**src/rtl/wrapper_block_addr_gen.sv**
```systemverilog
// Multi-channel block address generator: each command walks a block of packets
// that ends at the top of its channel region; active channels share one
// round-robin output port. Optional WRAPPER_BLOCK_ADDR_GEN_OVERFLOW_CHECK_EN
// rejects oversized blocks with a cmd_error pulse.
module wrapper_block_addr_gen #(
  parameter int unsigned ADDRWIDTH    = 11,
  parameter int unsigned PACKETWIDTH  = 256,
  parameter int unsigned NUM_CHANNELS = 2,
  localparam int unsigned PACKETBYTES      = (PACKETWIDTH + 7) / 8,
  localparam int unsigned PACKETSPACEWIDTH = ADDRWIDTH - $clog2(PACKETBYTES),
  localparam int unsigned CHWIDTH          = (NUM_CHANNELS > 1) ? $clog2(NUM_CHANNELS) : 1,
  localparam int unsigned CNTWIDTH         = PACKETSPACEWIDTH + 1
) (
  input  logic                         hclk,
  input  logic                         hreset,
  input  logic                         cmd_valid,
  output logic                         cmd_ready,
  input  logic [CHWIDTH-1:0]           cmd_channel,
  input  logic [CNTWIDTH-1:0]          cmd_packet_count,
  output logic                         addr_valid,
  input  logic                         addr_ready,
  output logic [ADDRWIDTH+CHWIDTH-1:0] addr,
  output logic [CHWIDTH-1:0]           addr_channel,
  output logic                         addr_last,
  output logic                         cmd_error,
  output logic [NUM_CHANNELS-1:0]      ch_busy
);

  localparam int unsigned REGION = 1 << ADDRWIDTH;

  typedef enum logic {IDLE, ACTIVE} ch_state_t;

  ch_state_t               st_q  [NUM_CHANNELS];
  ch_state_t               st_d  [NUM_CHANNELS];
  logic [ADDRWIDTH-1:0]    cur_q [NUM_CHANNELS];
  logic [ADDRWIDTH-1:0]    cur_d [NUM_CHANNELS];
  logic [CNTWIDTH-1:0]     rem_q [NUM_CHANNELS];
  logic [CNTWIDTH-1:0]     rem_d [NUM_CHANNELS];
  logic [CHWIDTH-1:0]      ptr_q, ptr_d;
  logic [CHWIDTH-1:0]      lock_ch_q, lock_ch_d;
  logic                    lock_q, lock_d;
  logic [CHWIDTH-1:0]      rr_grant, grant;
  logic [NUM_CHANNELS-1:0] act;
  logic                    accept, hs, overflow;
  logic [ADDRWIDTH:0]      start_w;

  always_comb begin
    for (int i = 0; i < int'(NUM_CHANNELS); i++) begin
      act[i] = (st_q[i] == ACTIVE);
    end
  end

  assign cmd_ready = !hreset && (32'(cmd_channel) < 32'(NUM_CHANNELS))
                     && (st_q[cmd_channel] == IDLE);
  assign accept    = cmd_valid && cmd_ready;
  assign ch_busy   = hreset ? '0 : act;

  // Start so that the final packet lands exactly at the top of the region.
  assign start_w = (ADDRWIDTH+1)'(REGION) - (ADDRWIDTH+1)'(cmd_packet_count * PACKETBYTES);

  // Round-robin search from the pointer; a stalled grant is held via the lock.
  always_comb begin
    int idx;
    rr_grant = ptr_q;
    for (int i = int'(NUM_CHANNELS) - 1; i >= 0; i--) begin
      idx = (int'(ptr_q) + i) % int'(NUM_CHANNELS);
      if (act[CHWIDTH'(idx)]) rr_grant = CHWIDTH'(idx);
    end
    grant = lock_q ? lock_ch_q : rr_grant;
  end

  assign addr_valid   = (|act) && !hreset;
  assign addr_channel = addr_valid ? grant : '0;
  assign addr         = addr_valid ? {grant, cur_q[grant]} : '0;
  assign addr_last    = addr_valid && (rem_q[grant] == CNTWIDTH'(1));
  assign hs           = addr_valid && addr_ready;

`ifdef WRAPPER_BLOCK_ADDR_GEN_OVERFLOW_CHECK_EN
  localparam int unsigned MAX_COUNT = 1 << PACKETSPACEWIDTH;
  logic err_q;

  assign overflow = (cmd_packet_count > CNTWIDTH'(MAX_COUNT));

  always_ff @(posedge hclk) begin
    if (hreset) err_q <= 1'b0;
    else        err_q <= accept && overflow;
  end

  assign cmd_error = err_q;
`else
  assign overflow  = 1'b0;
  assign cmd_error = 1'b0;
`endif

  // Next state for all channels, arbiter pointer and stall lock.
  always_comb begin
    for (int i = 0; i < int'(NUM_CHANNELS); i++) begin
      st_d[i]  = st_q[i];
      cur_d[i] = cur_q[i];
      rem_d[i] = rem_q[i];
    end
    ptr_d     = ptr_q;
    lock_d    = addr_valid && !addr_ready;
    lock_ch_d = grant;

    if (hs) begin
      cur_d[grant] = cur_q[grant] + ADDRWIDTH'(PACKETBYTES);
      rem_d[grant] = rem_q[grant] - CNTWIDTH'(1);
      if (rem_q[grant] == CNTWIDTH'(1)) st_d[grant] = IDLE;
      ptr_d = CHWIDTH'((int'(grant) + 1) % int'(NUM_CHANNELS));
    end

    if (accept && !overflow && (cmd_packet_count != '0)) begin
      st_d[cmd_channel]  = ACTIVE;
      cur_d[cmd_channel] = ADDRWIDTH'(start_w);
      rem_d[cmd_channel] = cmd_packet_count;
    end
  end

  always_ff @(posedge hclk) begin
    if (hreset) begin
      for (int i = 0; i < int'(NUM_CHANNELS); i++) begin
        st_q[i]  <= IDLE;
        cur_q[i] <= '0;
        rem_q[i] <= '0;
      end
      ptr_q     <= '0;
      lock_q    <= 1'b0;
      lock_ch_q <= '0;
    end else begin
      for (int i = 0; i < int'(NUM_CHANNELS); i++) begin
        st_q[i]  <= st_d[i];
        cur_q[i] <= cur_d[i];
        rem_q[i] <= rem_d[i];
      end
      ptr_q     <= ptr_d;
      lock_q    <= lock_d;
      lock_ch_q <= lock_ch_d;
    end
  end

endmodule

```
**config.mk**
```make
export PLATFORM = sky130hd
export DESIGN_NAME = wrapper_block_addr_gen
export DESIGN_NICKNAME = d
export VERILOG_FILES = /design/src/rtl/wrapper_block_addr_gen.sv
export SDC_FILE = /design/constraint.sdc
export NUM_CORES = 1
export LEC_CHECK = 0
export ABC_AREA = 0
export BUFFER_PORTS_ARGS = -buffer_cell sky130_fd_sc_hd__buf_2
export CAP_MARGIN = 30
export CORE_AREA = 10 10 72 74
export DETAILED_ROUTE_END_ITERATION = 10
export DIE_AREA = 0 0 82 84
export PLACE_DENSITY = 0.83
export REMOVE_ABC_BUFFERS = 1
export SLEW_MARGIN = 20
export SYNTH_ARGS = -nofsm -noshare
export SYNTH_HDL_FRONTEND = slang
export SYNTH_SLANG_ARGS = --single-unit
export TNS_END_PERCENT = 5
```
**constraint.sdc**
```tcl
create_clock -name hclk -period 3 [get_ports hclk]
set_input_delay 0.45 -clock hclk [delete_from_list [all_inputs] [get_ports hclk]]
set_output_delay 0.45 -clock hclk [all_outputs]
set_load 0.1 [all_outputs]
```
-- After elaboration in Yosys (flattened, before gate mapping)
Memory sizes are Yosys's and may differ from the RTL's.
Index checks and enable logic that the tools add are counted.
Widths: inputs -> output; s select.
- register bits: 3
- bits in writable memories: 38
- input port bits: 12
- output and inout port bits: 19
- logic and storage cells: 85
- memories kept: 3
- memories (name ; depth ; bits a word ; read ports ; clocked after memory_dff ; wr ports ; RTL line ; source):
    cur_q ; 2 ; 11 ; 3 ; 0 ; 2 ; 35 ; logic [ADDRWIDTH-1:0] cur_q [NUM_CHANNELS];
    rem_q ; 2 ; 7 ; 3 ; 0 ; 2 ; 37 ; logic [CNTWIDTH-1:0] rem_q [NUM_CHANNELS];
    st_q ; 2 ; 1 ; 3 ; 0 ; 2 ; 33 ; ch_state_t st_q [NUM_CHANNELS];
- add/sub/neg operators: 5
- $lt $le $gt $ge: 6
- equal/unequal tests: 1
- muxes and demuxes: 42
- bitwise gates (word level): 12
- reductions and logical operators: 13
- operators with widths (cell ; number):
    $bwmux 22 ; 2
    $mux 11 ; 4
    $mux 22 ; 2
    $bwmux 14 ; 2
    $mux 14 ; 2
    $mux 7 ; 4
    $demux 11 s1 ; 2
    $mux 1 ; 15
    $demux 7 s1 ; 2
    $mux 12 ; 1
    $add 11x6->11 const B ; 1
    $sub 1x11->11 const A ; 1
    $logic_and 1x1->1 ; 9
    $mux 2 ; 4
    $eq 7x1->1 const B ; 1
    $reduce_bool 7->1 ; 1
    $sub 7x1->7 const B ; 1
    $lt 1x3->1 const B ; 2
    $or 1x1->1 ; 6
    $ge 2x2->1 const B ; 2
    $lt 2x1->1 const B ; 2
    $not 1->2 ; 2
    $add 1x1->1 const B ; 2
    $and 2x2->2 ; 1
    6 further kinds ; 8

-- Longest topological paths before layout
Gate-level depths: netlist of the first run.
- word-level depth: 19
- gate-level depth with buffers: 9
- gate-level depth less buffers: 8

-- Least setup slack after synthesis of the first run
OpenSTA, ideal clock, no wires.
- path kind: input port to output port
- start: input hreset
- end: output cmd_ready
- data arrival time: 3074 ps
- data required time: 2550 ps
- path slack: -524 ps
- stages on the path: 3
- path buffers: 2
- path through: buf_2 > buf_1 > a211oi_1
- longest elaborated chain between the ends: 2
- ends and longest elaborated chain (item ; RTL line ; source):
    from (decl) ; 15 ; input logic hreset,
    $logic_not 1->1 ; 53 ; assign cmd_ready = !hreset && (32'(cmd_channel) < 32'(NUM_CHANNELS))
    $logic_and 1x1->1 ; 54 ; && (st_q[cmd_channel] == IDLE);
    to (decl) ; 17 ; output logic cmd_ready,
No other way between the ends.

-- Final worst setup path of the first run
- start: register lock_q
- end: output addr_last
- longest elaborated chain between the ends: 4
- ends and longest elaborated chain (item ; RTL line ; source):
    from (decl) ; 41 ; logic lock_q, lock_d;
    from (signal assigned) ; 137 ; lock_q <= lock_d;
    $mux 1 ; 69 ; grant = lock_q ? lock_ch_q : rr_grant;
    $mem_v2 2x7 ; -- ;
    $eq 7x1->1 ; 75 ; assign addr_last = addr_valid && (rem_q[grant] == CNTWIDTH'(1));
    $logic_and 1x1->1 ; 75 ;
    to (decl) ; 24 ; output logic addr_last,
No other way between the ends.

==> results.txt, run 1 <==
Setup TNS - 0 ps
DR pass1 iterations - 4
Power density over cell area - 503 mW/mm2
Final Hold Violating Endpoints - 0
WL per Instance - 16.4 um
Number of cell rows - 23
Die H - 84 um
Full die area - 0.00689 mm2
Total number of vias - 1,959
Hold buffers post-CTS - 0
WP data required - 2550 ps
Peak VDD IR - 0.304 mV
Mapped Area - 0.00221 mm2
Vias in the first global route - 1,906
DRC Markers - 0
Final slew viol count - 0
Routed Antenna Nets - 0
LEAKAGE - 0.987 nW
H-tree levels - 2
CTS max path bufs - 2
Register area share after synthesis - 37.1%
Number of port buffers - 29
HP Class - reg -> reg
Maxcap violations - 0
Clock Skews - 7.23 ps
Crit. End Element - output port
Finished Layout Cells - 334
Unique masters post-synth - 51
Syn Area/Cell - 8.57 um2
Post-CTS Setup Bufs - 0
Switching pwr - 0.389 mW
GRT Total Usage - 16.4%
Crit-path max FO - 10
Clk Latency, worst-skew pair - 300 ps
RSZ-0062 raised after global routing - false
Post-synth EDFFs - 0
Post-layout net count - 298
Fin crit share - 85.6%
Ys async rst share - 0%
Critical Path Start Type - flip-flop
Setup CP Type - reg -> out
Status - finished clean
Pint - 0.857 mW
First-pass GRT wire length - 9120 um
RePlAce Congestion - 0.848
Top FF cell, synth - dfxtp_1
Crit path DAT - 2120 ps
Sequential share of power - 48.5%
CTS root buf - clkbuf_8
DP HPWL - 3880 um
Ant. Diodes - 0
CTS Sinks - 41
Layout cells sized above 1 - 19.0%
Chip width - 82 um
Pin count of the biggest net entering global routing - 37
GRT overflow - 0
Clock power share - 32.2%
Sw Share - 31.2%
Placed insts - 326
CTS Buf Count - 5
Logic pwr share - 19.3%
Post-synthesis sequential element count - 41
Yosys warnings - 0
Post-cts sizing count - 0
Initial antenna violation count - 0
WL final - 5470 um
Top-Level Pins - 31
Period minus WS final - 2570 ps
CTS tree - built
Vias per inst - 5.87
Peak Freq - 389 MHz
Clock slew at reported path FFs - 80 ps
Gate Count Post-Synth - 258
Final setup fails - 0
Initial DRC Count - 184
Hold_ws - 465 ps
Core footprint - 0.00386 mm2
Synth-to-layout area growth - 11.9%
Starting density of the core - 57.4%
==> state kept, by name (all words and copies together), names as in the netlist <==
| name | flops |
|---|---|
| ptr_q | 1 |
| cur_q | 22 |
| lock_q | 1 |
| lock_ch_q | 1 |
| st_q | 2 |
| rem_q | 14 |
==> Yosys cell counts (2+ instances only) <==
cell type	instances	area [um2]
inv_1	2	7.51
a311oi_1	6	52.6
dfxtp_1	41	821
buf_4	3	22.5
clkbuf_1	5	18.8
or4_1	3	22.5
buf_2	7	35.0
a21oi_1	15	75.1
o41ai_1	3	26.3
nand3_1	4	20.0
nor2b_1	4	25.0
nor3b_1	2	15.0
nor2_1	25	93.8
or3_1	6	37.5
mux2i_1	5	50.1
o21ai_1	2	10.0
and3_1	3	18.8
xor2_1	11	96.3
nor3_1	4	20.0
nand2_1	30	113
o21ai_0	8	40.0
a211oi_1	18	135
o31ai_1	2	15.0
ha_1	3	37.5
o21a_1	2	15.0
xnor2_1	4	35.0
and2_1	10	62.6
nand4_1	7	43.8
==> layer usage <==
| metal | up-vias | part of all wire (%) | GRT usage, % |
|---|---|---|---|
| met4 | 0 | 2.5 | 7.59 |
| met5 | - | 0 | 0 |
| met3 | 11 | 5.9 | 5.06 |
| met1 | 910 | 44 | 20.3 |
| met2 | 55 | 48 | 24.9 |
| li1 | 983 | - | - |
==> worst max-delay path, cell delays in order, from the launching register on <==
cell and delay [ps]:
dfxtp_1 370, mux2_2 460, mux2i_1 190, ha_1 210
o211a_1 160, buf_2 430
==> power by group through the flow <==
stage	Clock [mW]	Combinational, mW	Sequential, mW
CTS	0.403	0.239	0.603
detailed placement	0	0.237	0.616
finish	0.401	0.241	0.604
global route	0.429	0.260	0.609
floorplan	0	0.172	0.608
global placement	0	0.234	0.615
==> worst paths after layout <==
| check | start | end | slack (ps) | depth (start not counted) |
|---|---|---|---|---|
| max reg2reg | lock_q | cur_q[1][9] | 1100 | 9 |
| max | lock_q | addr_last | 430 | 5 |
| min reg2reg | cur_q[1][4] | cur_q[1][4] | 470 | 1 |
| min | cur_q[1][4] | cur_q[1][4] | 470 | 1 |
==> per-stage QoR <==
step                      area (um2)  worst slack (ps)  power [mW]  utilization (%)
after floorplan                 2120              -627       0.780                -
after global placement          2370               748       0.849             61.6
after detailed placement        2370               689       0.853             61.6
after CTS                       2470               452        1.25             64.2
after global routing            2470               358        1.30             64.2
final                           2470               432        1.25             64.2
==> placed cells by master (no fill, tap or decap), types with 3 or more instances in the layout <==
cell type	count
nand3_1	4
or4_1	3
and3_1	3
dfxtp_1	41
or3_1	6
a21oi_1	15
nand4_1	7
a311oi_1	6
nor2_1	25
xnor2_1	4
ha_1	3
a211oi_1	18
o41ai_1	3
nor3_1	4
nor2b_1	4
nand2_1	30
xor2_1	11
buf_4	6
mux2i_1	5
buf_2	29
o21ai_0	8
clkbuf_8	7
and2_1	10
==> logic make-up after synthesis <==
logic type	after synthesis	share of synthesized area, %
flip-flops	41	37.1
buffers and inverters	20	4.69
adder cells (fa/ha/maj)	3	1.70
other	1	0.170
XOR/XNOR	15	5.94
multiplexers	7	3.39
AND/OR/NAND/NOR	108	26.4
AO/OA/AOI/OAI	63	20.6
==> final cells by class <==
class / instances / area [um2]
clock buffers: 7 / 96.3
well taps: 50 / 62.6
multi-input cells: 197 / 1290
clock inverters: 1 / 5.00
repair buffers: 35 / 190
flip-flops and latches: 41 / 821
inverters: 3 / 12.5
fillers: 346 / 1380
Power figures use the tool's default switching activity.
==> inputs of run 2 (changes only) <==
Settings changed: ABC_AREA 0 to 1, CORE_AREA 10 10 72 74 to 10 10 77 79, DIE_AREA 0 0 82 84 to 0 0 87 89, PLACE_DENSITY 0.83 to 0.81, SLEW_MARGIN 20 to 0.
==> results.txt, run 2 <==
DRC Markers - 0
Period minus WS final - 2740 ps
WP data required - 2550 ps
Final Hold Violating Endpoints - 0
Hold_ws - 444 ps
First-pass GRT wire length - 10,200 um
CP dominant cell by count - nand2_1
GRT overflow - 0
Top FF cell, synth - dfxtp_1
Clock slew at reported path FFs - 80 ps
Synth-to-layout area growth - 7.75%
Filler cells - 410
CTS Sinks - 41
Yosys warnings - 0
Vias per inst - 5.29
Ys async rst share - 0%
Clock Skews - 2.79 ps
Post-layout net count - 408
CTS root buf - clkbuf_8
Chip width - 87 um
Post-cts sizing count - 0
Top cells by count, synth - inv_1 (62), nand2_1 (61), dfxtp_1 (41)
Crit-path leading delay family - simple AND/OR/NAND/NOR gates
Yosys top cell by area - dfxtp_1
Peak Freq - 365 MHz
DP HPWL - 4260 um
Unique masters post-synth - 31
Max reg flops - 22
Worst path depth - 9
Post-CTS Setup Bufs - 0
Clk Latency, worst-skew pair - 300 ps
Crit. End Element - output port
Power density over cell area - 530 mW/mm2
Final setup fails - 0
WL final - 6120 um
Finished layout cell area - 0.00275 mm2
Mapped Area - 0.00255 mm2
Vias in the first global route - 2,271
Commonest non-fill, non-tap cell in the layout - inv_1
H-tree levels - 2
Number of port buffers - 29
LEAKAGE - 1.40 nW
Top-Level Pins - 31
Most frequent cells in the layout - inv_1 (62), nand2_1 (61), dfxtp_1 (41), nor2_1 (36)
WL per Instance - 13.7 um
Hold buffers post-CTS - 0
Fin crit share - 91.2%
RePlAce Congestion - 0.830
Peak VDD IR - 0.348 mV
Placed insts - 440
Pin count of the biggest net entering global routing - 34
Crit path DAT - 2290 ps
Crit-path cells - nand2_1, nand2_4, nand2_1, o21ai_4, nand2_2, nor2_4, nand3_2, nor2_1, buf_2
Setup CP Type - reg -> out
Total number of vias - 2,371
HP Class - in -> reg
Critical Path Slowest Stage Cell - buf_2
Initial antenna violation count - 0
DR pass1 iterations - 4
Critical Path Start Type - flip-flop
Finished Layout Cells - 448
Post-synthesis sequential element count - 41
Largest Register - cur_q
Maxcap violations - 0
Post-synth EDFFs - 0
Syn Area/Cell - 6.86 um2
FF-to-FF setup slack - 1120 ps
FF-to-FF Start - lock_q
Post-synth top area share - 32.2%
R2R Path End - cur_q[0][6]
CTS Buf Count - 5
Gate Count Post-Synth - 372
Final slew viol count - 0
Die H - 89 um
Largest regs - cur_q x22, rem_q x14, st_q x2
Core footprint - 0.00454 mm2
Cell with the most instances after synthesis - inv_1
CTS max path bufs - 2
Routed Antenna Nets - 0
Initial DRC Count - 175
Crit-path max FO - 22
Status - finished clean
Reg2reg path depth - 10
CTS tree - built
Ant. Diodes - 0
Worst path max stage delay - 450 ps
Number of cell rows - 25
Worst setup path end - addr_last
WP buf/inv - 1
Dominant cells by area after synthesis - dfxtp_1 (32%), inv_1 (9.1%), nand2_1 (9.0%), nand3_1 (6.5%), o21ai_0 (6.5%)
Full die area - 0.00774 mm2
RSZ-0062 raised after global routing - false
Dpl cell area - 0.00263 mm2
Starting density of the core - 56.2%
Register area share after synthesis - 32.2%
GRT Total Usage - 16.1%
Layout cells sized above 1 - 18.5%
Worst Setup SP - lock_q
run 2: power breakdown:
group	total, mW	internal [mW]	switching [mW]
registers	0.592	0.574	0.0179
logic	0.392	0.104	0.288
clock network	0.473	0.271	0.202
run 2: stage by stage:
step / util [%] / worst slack (ps) / setup TNS (ps) / total power [mW]
finish: 60.6 / 263 / 0 / 1.46
detailed placement: 58.0 / 639 / 0 / 0.990
floorplan: - / -111 / -111 / 0.912
global route: 60.6 / 103 / 0 / 1.53
global placement: 58.0 / 698 / 0 / 0.983
CTS: 60.6 / 292 / 0 / 1.46
run 2: worst min path at each step:
| stage | startpoint | endpoint | slack (ps) | cells past startpoint |
|---|---|---|---|---|
| after floorplan | cur_q[0][0] | cur_q[0][0] | 430 | 2 |
| final | addr_ready | lock_q | 440 | 2 |
| after global routing | addr_ready | lock_q | 440 | 2 |
| after detailed placement | cur_q[0][0] | cur_q[0][0] | 450 | 2 |
| after global placement | cur_q[0][0] | cur_q[0][0] | 440 | 2 |
| after CTS | addr_ready | lock_q | 440 | 2 |
run 2: final cells by class:
type / instances / area (um2) / share of cell area (%)
flip-flops and latches: 41 / 821 / 29.9
well taps: 54 / 67.6 / 2.46
inverters: 68 / 260 / 9.47
repair buffers: 29 / 145 / 5.28
multi-input cells: 248 / 1340 / 48.6
clock inverters: 2 / 37.5 / 1.37
clock buffers: 6 / 82.6 / 3.00
run 2: kinds of logic (layout without fill, tap and decap cells):
logic type               Yosys count  after routing  share of synthesized area, %
AND/OR/NAND/NOR                  162            162                          31.7
buffers and inverters             83            105                          15.5
AO/OA/AOI/OAI                     72             72                          15.6
flip-flops                        41             41                          32.2
XOR/XNOR                          10             10                          3.43
adder cells (fa/ha/maj)            3              3                          1.47
other                              1              1                         0.147
run 2: layer usage:
layer	up-vias	GRT usage (%)	wire [um]
met2	81	27.0	2920
li1	1205	-	-
met5	-	0	0
met4	0	7.36	123
met3	15	3.01	380
met1	1070	19.4	2700
